### src/rtl/mdu_iter_pkg.sv
// Shared definitions for the iterative multiply/divide unit.
// Operation codes driven by the decoder and the controller state encoding.
package mdu_iter_pkg;

   localparam logic [2:0] MDU_MULT  = 3'd0;
   localparam logic [2:0] MDU_MULTU = 3'd1;
   localparam logic [2:0] MDU_DIV   = 3'd2;
   localparam logic [2:0] MDU_DIVU  = 3'd3;
   localparam logic [2:0] MDU_MTHI  = 3'd4;
   localparam logic [2:0] MDU_MTLO  = 3'd5;

   typedef enum logic [1:0] {
      MDU_IDLE = 2'd0,
      MDU_CALC = 2'd1,
      MDU_FIX  = 2'd2
   } mdu_state_t;

   function automatic logic is_signed_op(input logic [2:0] op);
      return (op == MDU_MULT) || (op == MDU_DIV);
   endfunction

endpackage

### src/rtl/mdu_step.sv
// One iteration of the multiply/divide loop on unsigned magnitudes.
// Multiply: {carry,upper} += operand when the multiplier LSB is set, then shift right.
module mdu_step #(
   parameter int WIDTH = 32
) (
   input  logic                 div_mode,
   input  logic [2*WIDTH-1:0]   partial,
   input  logic [WIDTH-1:0]     operand,
   output logic [2*WIDTH-1:0]   next_partial
);

   logic [WIDTH:0]   sum;
   logic [WIDTH:0]   trial;
   logic [WIDTH-1:0] addend;

   // Divide: shift remainder:quotient left, keep the trial subtraction when it does not borrow.
   always_comb begin
      addend = partial[0] ? operand : '0;
      sum    = {1'b0, partial[2*WIDTH-1:WIDTH]} + {1'b0, addend};
      trial  = partial[2*WIDTH-1:WIDTH-1] - {1'b0, operand};
      if (!div_mode)
         next_partial = {sum, partial[WIDTH-1:1]};
      else if (!trial[WIDTH])
         next_partial = {trial[WIDTH-1:0], partial[WIDTH-2:0], 1'b1};
      else
         next_partial = {partial[2*WIDTH-2:0], 1'b0};
   end

endmodule

### src/rtl/mdu_iter.sv
// Iterative multiply/divide unit owning the HI/LO registers.
// Operands are reduced to magnitudes at acceptance; signs are restored in the FIX state.
module mdu_iter
   import mdu_iter_pkg::*;
#(
   parameter int WIDTH    = 32,
   parameter bit FAST_MUL = 1'b0
) (
   input  logic             clk,
   input  logic             resetn,
   input  logic             start,
   input  logic [2:0]       op,
   input  logic [WIDTH-1:0] src_a,
   input  logic [WIDTH-1:0] src_b,
   input  logic             flush,
   output logic             busy,
   output logic             done,
   output logic [WIDTH-1:0] hi,
   output logic [WIDTH-1:0] lo
);

   localparam int CW = $clog2(WIDTH + 1);
   localparam logic [CW-1:0] CNT_INIT = CW'(WIDTH);

   mdu_state_t         state;
   logic [2*WIDTH-1:0] partial;
   logic [2*WIDTH-1:0] next_partial;
   logic [2*WIDTH-1:0] product;
   logic [2*WIDTH-1:0] fast_prod;
   logic [WIDTH-1:0]   operand;
   logic [WIDTH-1:0]   a_mag;
   logic [WIDTH-1:0]   b_mag;
   logic [WIDTH-1:0]   q_fix;
   logic [WIDTH-1:0]   r_fix;
   logic [CW-1:0]      counter;
   logic               div_mode;
   logic               neg_prod;
   logic               neg_rem;
   logic               op_signed;

   assign op_signed = is_signed_op(op);
   assign a_mag     = (op_signed && src_a[WIDTH-1]) ? -src_a : src_a;
   assign b_mag     = (op_signed && src_b[WIDTH-1]) ? -src_b : src_b;
   assign fast_prod = {{WIDTH{1'b0}}, a_mag} * {{WIDTH{1'b0}}, b_mag};

   // neg_prod doubles as the quotient sign when dividing.
   assign product = neg_prod ? -partial : partial;
   assign q_fix   = neg_prod ? -partial[WIDTH-1:0] : partial[WIDTH-1:0];
   assign r_fix   = neg_rem ? -partial[2*WIDTH-1:WIDTH] : partial[2*WIDTH-1:WIDTH];

   mdu_step #(.WIDTH(WIDTH)) u_step (
      .div_mode     (div_mode),
      .partial      (partial),
      .operand      (operand),
      .next_partial (next_partial)
   );

   always_ff @(posedge clk or negedge resetn) begin
      if (!resetn) begin
         state    <= MDU_IDLE;
         busy     <= 1'b0;
         done     <= 1'b0;
         hi       <= '0;
         lo       <= '0;
         counter  <= '0;
         partial  <= '0;
         operand  <= '0;
         div_mode <= 1'b0;
         neg_prod <= 1'b0;
         neg_rem  <= 1'b0;
      end else begin
         done <= 1'b0;
         case (state)
            MDU_IDLE: begin
               if (start && !flush) begin
                  case (op)
                     MDU_MTHI: hi <= src_a;
                     MDU_MTLO: lo <= src_a;
                     MDU_MULT, MDU_MULTU, MDU_DIV, MDU_DIVU: begin
                        busy     <= 1'b1;
                        div_mode <= op[1];
                        neg_prod <= op_signed && (src_a[WIDTH-1] ^ src_b[WIDTH-1]);
                        neg_rem  <= op_signed && src_a[WIDTH-1];
                        operand  <= op[1] ? b_mag : a_mag;
                        partial  <= {{WIDTH{1'b0}}, (op[1] ? a_mag : b_mag)};
                        counter  <= CNT_INIT;
                        state    <= MDU_CALC;
                        // Divide by zero skips the loop with a fixed, unsigned result.
                        if (op[1] && (src_b == '0)) begin
                           partial  <= {src_a, {WIDTH{1'b1}}};
                           neg_prod <= 1'b0;
                           neg_rem  <= 1'b0;
                           state    <= MDU_FIX;
                        end else if (FAST_MUL && !op[1]) begin
                           partial <= fast_prod;
                           state   <= MDU_FIX;
                        end
                     end
                     default: ;
                  endcase
               end
            end
            MDU_CALC: begin
               if (flush) begin
                  state <= MDU_IDLE;
                  busy  <= 1'b0;
               end else begin
                  partial <= next_partial;
                  counter <= counter - CW'(1);
                  if (counter == CW'(1))
                     state <= MDU_FIX;
               end
            end
            MDU_FIX: begin
               state <= MDU_IDLE;
               busy  <= 1'b0;
               if (!flush) begin
                  done <= 1'b1;
                  if (div_mode) begin
                     hi <= r_fix;
                     lo <= q_fix;
                  end else begin
                     {hi, lo} <= product;
                  end
               end
            end
            default: begin
               state <= MDU_IDLE;
               busy  <= 1'b0;
            end
         endcase
      end
   end

endmodule

### config.mk
export PLATFORM = sky130hd
export DESIGN_NAME = mdu_iter
export DESIGN_NICKNAME = d
export VERILOG_FILES = /design/src/rtl/mdu_iter_pkg.sv /design/src/rtl/mdu_step.sv /design/src/rtl/mdu_iter.sv
export SDC_FILE = /design/constraint.sdc
export NUM_CORES = 1
export LEC_CHECK = 0
export CORE_UTILIZATION = 54
export DETAILED_ROUTE_END_ITERATION = 16
export MAX_ROUTING_LAYER = met4
export PLACE_DENSITY = 0.78
export SLEW_MARGIN = 20
export SYNTH_ARGS = -nofsm -noshare
export SYNTH_HDL_FRONTEND = slang
export SYNTH_SLANG_ARGS = --single-unit
### constraint.sdc
create_clock -name clk -period 3.11 [get_ports clk]
set_clock_uncertainty 0.15 [all_clocks]
set_input_delay 0.622 -clock clk [delete_from_list [all_inputs] [get_ports clk]]
set_output_delay 0.622 -clock clk [all_outputs]
set_load 0.1 [all_outputs]
# Word level (Yosys, flattened, before mapping)
# Index checks and enable logic that the tools add are counted.
[classes]
muxes = 43
n_shift = 0
n_eq_ne = 16
bitwise_logic = 1
n_lt_le_gt_ge = 0
n_reduce_logical = 19
addsub = 8
mul = 0
div_mod_pow = 0
[op_table]
columns = ["operator", "count"]
rows = [
  ["$mux 32", 15],
  ["$mux 64", 7],
  ["$neg 32->32", 4],
  ["$pmux 32 s2", 2],
  ["$pmux 64 s2", 1],
  ["$neg 64->64", 1],
  ["$add 32x32->33", 1],
  ["$sub 33x32->33", 1],
  ["$logic_not 32->1", 1],
  ["$mux 6", 3],
  ["$pmux 6 s2", 1],
  ["$reduce_and 4->1", 3],
  ["$mux 2", 5],
  ["$reduce_and 3->1", 3],
  ["$ne 2x2->1 const B", 4],
  ["$mux 1", 7],
  ["$eq 3x2->1 const B", 2],
  ["$eq 3x3->1 const B", 2],
  ["$eq 6x1->1 const B", 1],
  ["$ne 2x1->1 const B", 3],
  ["$sub 6x1->6 const B", 1],
  ["$logic_and 1x1->1", 5],
  ["$pmux 2 s2", 1],
  ["$reduce_bool 2->1", 2],
  ["11 further kinds", 11],
]
[word_totals]
register_bits = 173
latchBits = 0
mem_count = 0
romBits = 0
ramBits = 0
output_inout_bits = 66
word_cells = 98

# Depth between registers and ports, before layout
[logic_depth]
depth_word = 9
ltp_mapped = 14
depth_no_buf = 12

# By module
# A second synthesis with hierarchy kept.
[hier_totals]
cells_unflattened = 1990
hier_area_um2 = 15712.6
[by_module_without_submodules]
columns = ["mod", "instances", "cells_per_inst", "area_per_inst_um2", "seq_area_each_um2"]
rows = [
  ["mdu_iter", 1, 1327, 11121.9, 4329.2],
  ["mdu_step", 1, 663, 4590.7, 0.0],
]

# Worst setup path before layout
# Ideal clock, no wire load.
[synth_timing]
kind = "register to register"
startpoint = "register partial[57]"
endpoint = "register partial[60]"
path_slack_ns = -0.326
n_path_buf = 0
path_stages_with_launch = 11
arrival_ns = 3.200
setup_ns = 0.087
synth_period_minus_slack_ns = 3.436
cell_sequence = "dfrtp_1 > ha_1 > o21ai_1 > a211oi_1 > o41ai_1 > mux2_2 > a21oi_1 > o211ai_2 > a2111o_1 > a211o_1 > o211ai_1"
[synth_via]
elab_chain_cells = 5
elab_cells_between_ends = 6
[synth_lines]
columns = ["item", "line", "source"]
rows = [
  ["start, declared", "mdu_iter.sv:26", "logic [2*WIDTH-1:0] partial;"],
  ["start signal, assigned", "mdu_iter.sv:85", "partial <= {{WIDTH{1'b0}}, (op[1] ? a_mag : b_mag)};"],
  ["start signal, assigned", "mdu_iter.sv:90", "partial <= {src_a, {WIDTH{1'b1}}};"],
  ["start signal, assigned", "mdu_iter.sv:95", "partial <= fast_prod;"],
  ["$sub 33x32->33", "mdu_step.sv:20", "trial = partial[2*WIDTH-1:WIDTH-1] - {1'b0, operand};"],
  ["$mux 64", "mdu_step.sv:23", "else if (!trial[WIDTH])"],
  ["$mux 64 (*)", "mdu_step.sv:21", "if (!div_mode)"],
  ["$mux 64 (*)", "mdu_iter.sv:104", "if (flush) begin"],
  ["$pmux 64 s2 (*)", "mdu_iter.sv:73", "case (state)"],
]
# Mark *: on every way between the ends. The rest lies on a longest branch, timed or not. The select of a mux whose other input is x is not followed.
# A chain may end at the register's enable or synchronous reset.

# Final worst setup path
[layout_timing]
startpoint = "register partial[32]"
endpoint = "register partial[47]"
# Same word-level chain as after synthesis.

==> results_tabular.tex <==
\begin{tabular}{lr}
\hline
Metric & Value \\
\hline
\multicolumn{2}{l}{\textbf{Pwr}} \\
Total power per unit cell area & 982 nW/um\^{}2 \\
Pleak & 9.92 nW \\
Maximum ir drop on the vdd rail & 0.000729 V \\
\multicolumn{2}{l}{\textbf{Route}} \\
Via count of the routed design & 19325 \\
Total wire length after detailed routing & 72100 um \\
Drt pass-1 iters & 8 \\
Residual antenna-violating net count after detailed routing & 0 \\
Detailed-route DRC error count & 0 \\
DR iter-0 viols & 2529 \\
Vias/cell & 6.51 \\
Wirelength per Cell & 24.3 um \\
\multicolumn{2}{l}{\textbf{Die}} \\
Overall die area & 29600 sq um \\
Initial core utilization & 55.5\% \\
Die height & 172 um \\
Die Span X & 172 um \\
Core area & 28100 sq um \\
Row count & 61 \\
Top-level port count & 137 \\
\multicolumn{2}{l}{\textbf{Yosys}} \\
Mux contribution to synthesized area & 3.15\% \\
Post-synthesis instance area & 15600 sq um \\
Post-synth EDFFs & 0 \\
Biggest area contributors in the synthesized netlist & sky130\_fd\_sc\_hd\_\_dfrtp\_1 28\%, sky130\_fd\_sc\_hd\_\_a21oi\_1 7.0\%, sky130\_fd\_sc\_hd\_\_nor2\_1 5.9\% \\
Synth Net Count & 2202 \\
Area share of the largest cell type after synthesis & 27.8\% \\
Seq/Total Area, Yosys & 27.8\% \\
Cell type contributing the most total cell area after synthesis & sky130\_fd\_sc\_hd\_\_dfrtp\_1 \\
Synth Area in Adders & 5.87\% \\
Number of unique standard cell types used by synthesis & 82 \\
Instance count of the mapped netlist & 2059 \\
Avg Synthesized Cell Area & 7.57 sq um \\
Share of flip-flops with an asynchronous set or reset after synthesis & 100\% \\
Compound-Gate Fraction of Synth Area & 26.9\% \\
Predominant post-synthesis flop cell & sky130\_fd\_sc\_hd\_\_dfrtp\_1 \\
Share of the synthesized netlist area taken by xor and xnor gates & 9.77\% \\
Yosys synthesis warning count & 0 \\
Post-synthesis register bit count & 173 \\
Dominant combinational cell family by area after synthesis & compound AO/OA/AOI/OAI gates \\
Fraction of the mapped netlist area in simple logic gates & 21.7\% \\
\multicolumn{2}{l}{\textbf{STA}} \\
Final Hold Vio Count & 0 \\
Final setup slack of the worst path & -0.413 ns \\
Slew Limit Fails & 0 \\
Worst slew pin tran & 1.14 ns \\
Setup-failing EPs final & 35 \\
Tmin final & 3.52 ns \\
Final cycle utilization of the critical path & 113\% \\
Worst rel slew slack & 23.9\% \\
Setup repair after global routing missed its margin & yes \\
Max frequency & 284 MHz \\
WHS & 0.339 ns \\
\multicolumn{2}{l}{\textbf{Worst setup path}} \\
Critical path launch point type & flop \\
Largest fanout on the critical path & 6 \\
Setup slack of the most critical reg-to-reg path & -0.41 ns \\
Worst path slowest cell & sky130\_fd\_sc\_hd\_\_or4b\_4 \\
Critical Path Sink Type & flop \\
Top cell family by delay on the critical path & simple AND/OR/NAND/NOR gates \\
Total number of cells along the worst setup path & 14 \\
Worst path bufs/invs & 4 \\
Most frequent cell on the critical path & sky130\_fd\_sc\_hd\_\_a211oi\_2 \\
Worst Reg-to-Reg Cells & 14 \\
CP peak stage delay & 0.52 ns \\
Data arrival time of the worst path & 3.70 ns \\
CP Data Required Time & 3.29 ns \\
Series of cell instances along the critical path & inv\_1 > fa\_2 > nor2b\_4 > o31ai\_4 > a211o\_1 > and3b\_2 > or4b\_4 > o211ai\_4 > buf\_12 > buf\_16 > buf\_4 > nor2\_1 > a211oi\_2 > a211oi\_2 \\
Crit Reg-Reg Startpoint & partial[32] \\
Class of the most critical setup path & reg2reg \\
Critical R2R Capture & partial[47] \\
\multicolumn{2}{l}{\textbf{Final layout}} \\
Commonest cells after routing, fill and taps aside & 523 x sky130\_fd\_sc\_hd\_\_buf\_4, 239 x sky130\_fd\_sc\_hd\_\_nor2\_1, 217 x sky130\_fd\_sc\_hd\_\_nand2\_1 \\
Most common cell after layout, fill and taps aside & sky130\_fd\_sc\_hd\_\_buf\_4 \\
Fill cell instance count of the final layout & 2044 \\
Area growth from synthesis to layout & 40.7\% \\
Filler-free cell count of the finished design & 2969 \\
Share of cells above drive strength 1 & 28.6\% \\
Number of nets in the layout & 2718 \\
\multicolumn{2}{l}{\textbf{Clocking}} \\
Number of sinks handled by clock tree synthesis & 173 \\
H-tree depth & 4 \\
CTS tree & done \\
Root Buffer & sky130\_fd\_sc\_hd\_\_clkbuf\_16 \\
Insertion delay to the later sink of the worst-skew pair & 0.45 ns \\
CTS buffer count & 17 \\
CTS Buffer Depth & 2 \\
CTS clock-pin slew for the worst setup and hold paths & 0.08 ns \\
\multicolumn{2}{l}{\textbf{Worst hold path}} \\
Hold path endpoint & lo[0] \\
Hold Crit Start & lo[0] \\
Min-delay worst type & reg2reg \\
Hold Crit Depth & 2 \\
\multicolumn{2}{l}{\textbf{GRT}} \\
Overflow left after global routing & 0 \\
Vias in the first global route & 18077 \\
Total routing resource utilization after global routing & 49.7\% \\
First-pass GRT wire length & 105000 um \\
Number of antenna violations at the first check in global routing & 2 \\
Pin count of the biggest net entering global routing & 68 \\
\multicolumn{2}{l}{\textbf{Placed design}} \\
\# port buffers & 136 \\
HPWL after detailed placement & 56000 um \\
Global placement routability congestion & 1.13 \\
\# placed instances & 2917 \\
\multicolumn{2}{l}{\textbf{Run status}} \\
Violated checks & negative setup slack \\
Result of the run & finished, violations left \\
\multicolumn{2}{l}{\textbf{Job}} \\
Total of max-cap violations & 0 \\
\hline
\end{tabular}
==> metrics by stage <==
stage	cell area [sq um]	TNS, ns	total power [W]	setup WS [ns]	utilization [%]
after floorplan	15700	-0.638	0.0120	-0.0700	-
after global placement	20600	-27.31	0.0175	-0.452	73.3
after detailed placement	20600	-31.75	0.0177	-0.509	73.3
after CTS	21500	-9.85	0.0206	-0.368	76.5
after global routing	21900	-13.17	0.0224	-0.491	78.1
final	21900	-9.98	0.0215	-0.413	78.1
==> sequential cells by signal, summed over array words and instances (netlist names) <==
name	count
hi	32
done	1
neg_rem	1
div_mode	1
partial	64
state	2
operand	32
neg_prod	1
lo	32
counter	6
busy	1
==> final cells by class <==
type                            count  area (sq um)  share of cell area, %
Multi-Input combinational cell   1696         11100                   50.6
Timing Repair Buffer              624          5150                   23.5
Sequential cell                   173          4330                   19.7
Tap cell                          378           473                   2.16
Clock buffer                       17           425                   1.94
Inverter                           63           238                   1.08
Clock inverter                     15           213                  0.969
Antenna cell                        3          7.51                 0.0342
==> layer usage <==
layer / global-route usage (%) / wire (um) / up-vias
met1: 61.5 / 27000 / 9069
met4: 27.8 / 4930 / 0
met2: 72.4 / 30600 / 1454
met3: 14.5 / 9600 / 342
li1: - / - / 8460
met5: - / 0 / -
==> report_power, final <==
group          total [W]  leakage (nW)  internal (W)  switching (W)
sequential       0.00371          2.13       0.00296       0.000752
combinational     0.0155          7.48       0.00624        0.00931
clock            0.00229         0.304       0.00111        0.00119
==> tightest hold or removal path: cells and delay by family (launching register included) <==
kind | cells | cell delay, ns
flops | 1 | 0.35
simple gates | 1 | 0.05
compound gates | 1 | 0.06
==> synthesized netlist by cell type, types with 13 or more instances <==
library cell / instances
sky130_fd_sc_hd__a211oi_1: 40
sky130_fd_sc_hd__a21o_1: 22
sky130_fd_sc_hd__a21oi_1: 218
sky130_fd_sc_hd__a31oi_1: 22
sky130_fd_sc_hd__and3_1: 18
sky130_fd_sc_hd__clkbuf_1: 102
sky130_fd_sc_hd__dfrtp_1: 173
sky130_fd_sc_hd__ha_1: 70
sky130_fd_sc_hd__inv_1: 61
sky130_fd_sc_hd__mux2_2: 17
sky130_fd_sc_hd__mux2i_1: 30
sky130_fd_sc_hd__nand2_1: 222
sky130_fd_sc_hd__nand2b_1: 22
sky130_fd_sc_hd__nand3_1: 46
sky130_fd_sc_hd__nand4_1: 14
sky130_fd_sc_hd__nor2_1: 247
sky130_fd_sc_hd__nor3_1: 37
sky130_fd_sc_hd__nor4_1: 18
sky130_fd_sc_hd__o211ai_1: 15
sky130_fd_sc_hd__o21ai_0: 179
sky130_fd_sc_hd__o22ai_1: 16
sky130_fd_sc_hd__o31ai_1: 56
sky130_fd_sc_hd__o41ai_1: 13
sky130_fd_sc_hd__or3_1: 20
sky130_fd_sc_hd__xnor2_1: 96
sky130_fd_sc_hd__xor2_1: 78
==> worst max-delay path by stage <==
stage	start	to	slack, ns
floorplan	partial[31]	partial[38]	-0.07
global placement	src_b[8]	partial[30]	-0.45
detailed placement	src_b[8]	partial[25]	-0.51
CTS	operand[0]	partial[55]	-0.37
global route	operand[0]	partial[47]	-0.49
finish	partial[32]	partial[47]	-0.41
==> cell families (layout without fill, tap and decap cells) <==
| logic type | after synthesis | after routing |
|---|---|---|
| compound gates | 679 | 679 |
| fa+ha+maj | 72 | 72 |
| mux | 47 | 47 |
| flops | 173 | 173 |
| simple gates | 724 | 724 |
| other cells | 0 | 3 |
| buf+inv | 190 | 719 |
| xor+xnor | 174 | 174 |
==> repair_timing <==
action / CTS / global route
buffers inserted: 7 / 9
pin swaps: 20 / 56
gates cloned: 2 / 0
setup endpoints to repair: 49 / 82
gates resized for setup: 38 / 94
endpoints found under the hold margin: 3 / 0
hold buffers: 1 / 0
(Power assumes the default switching activity.)
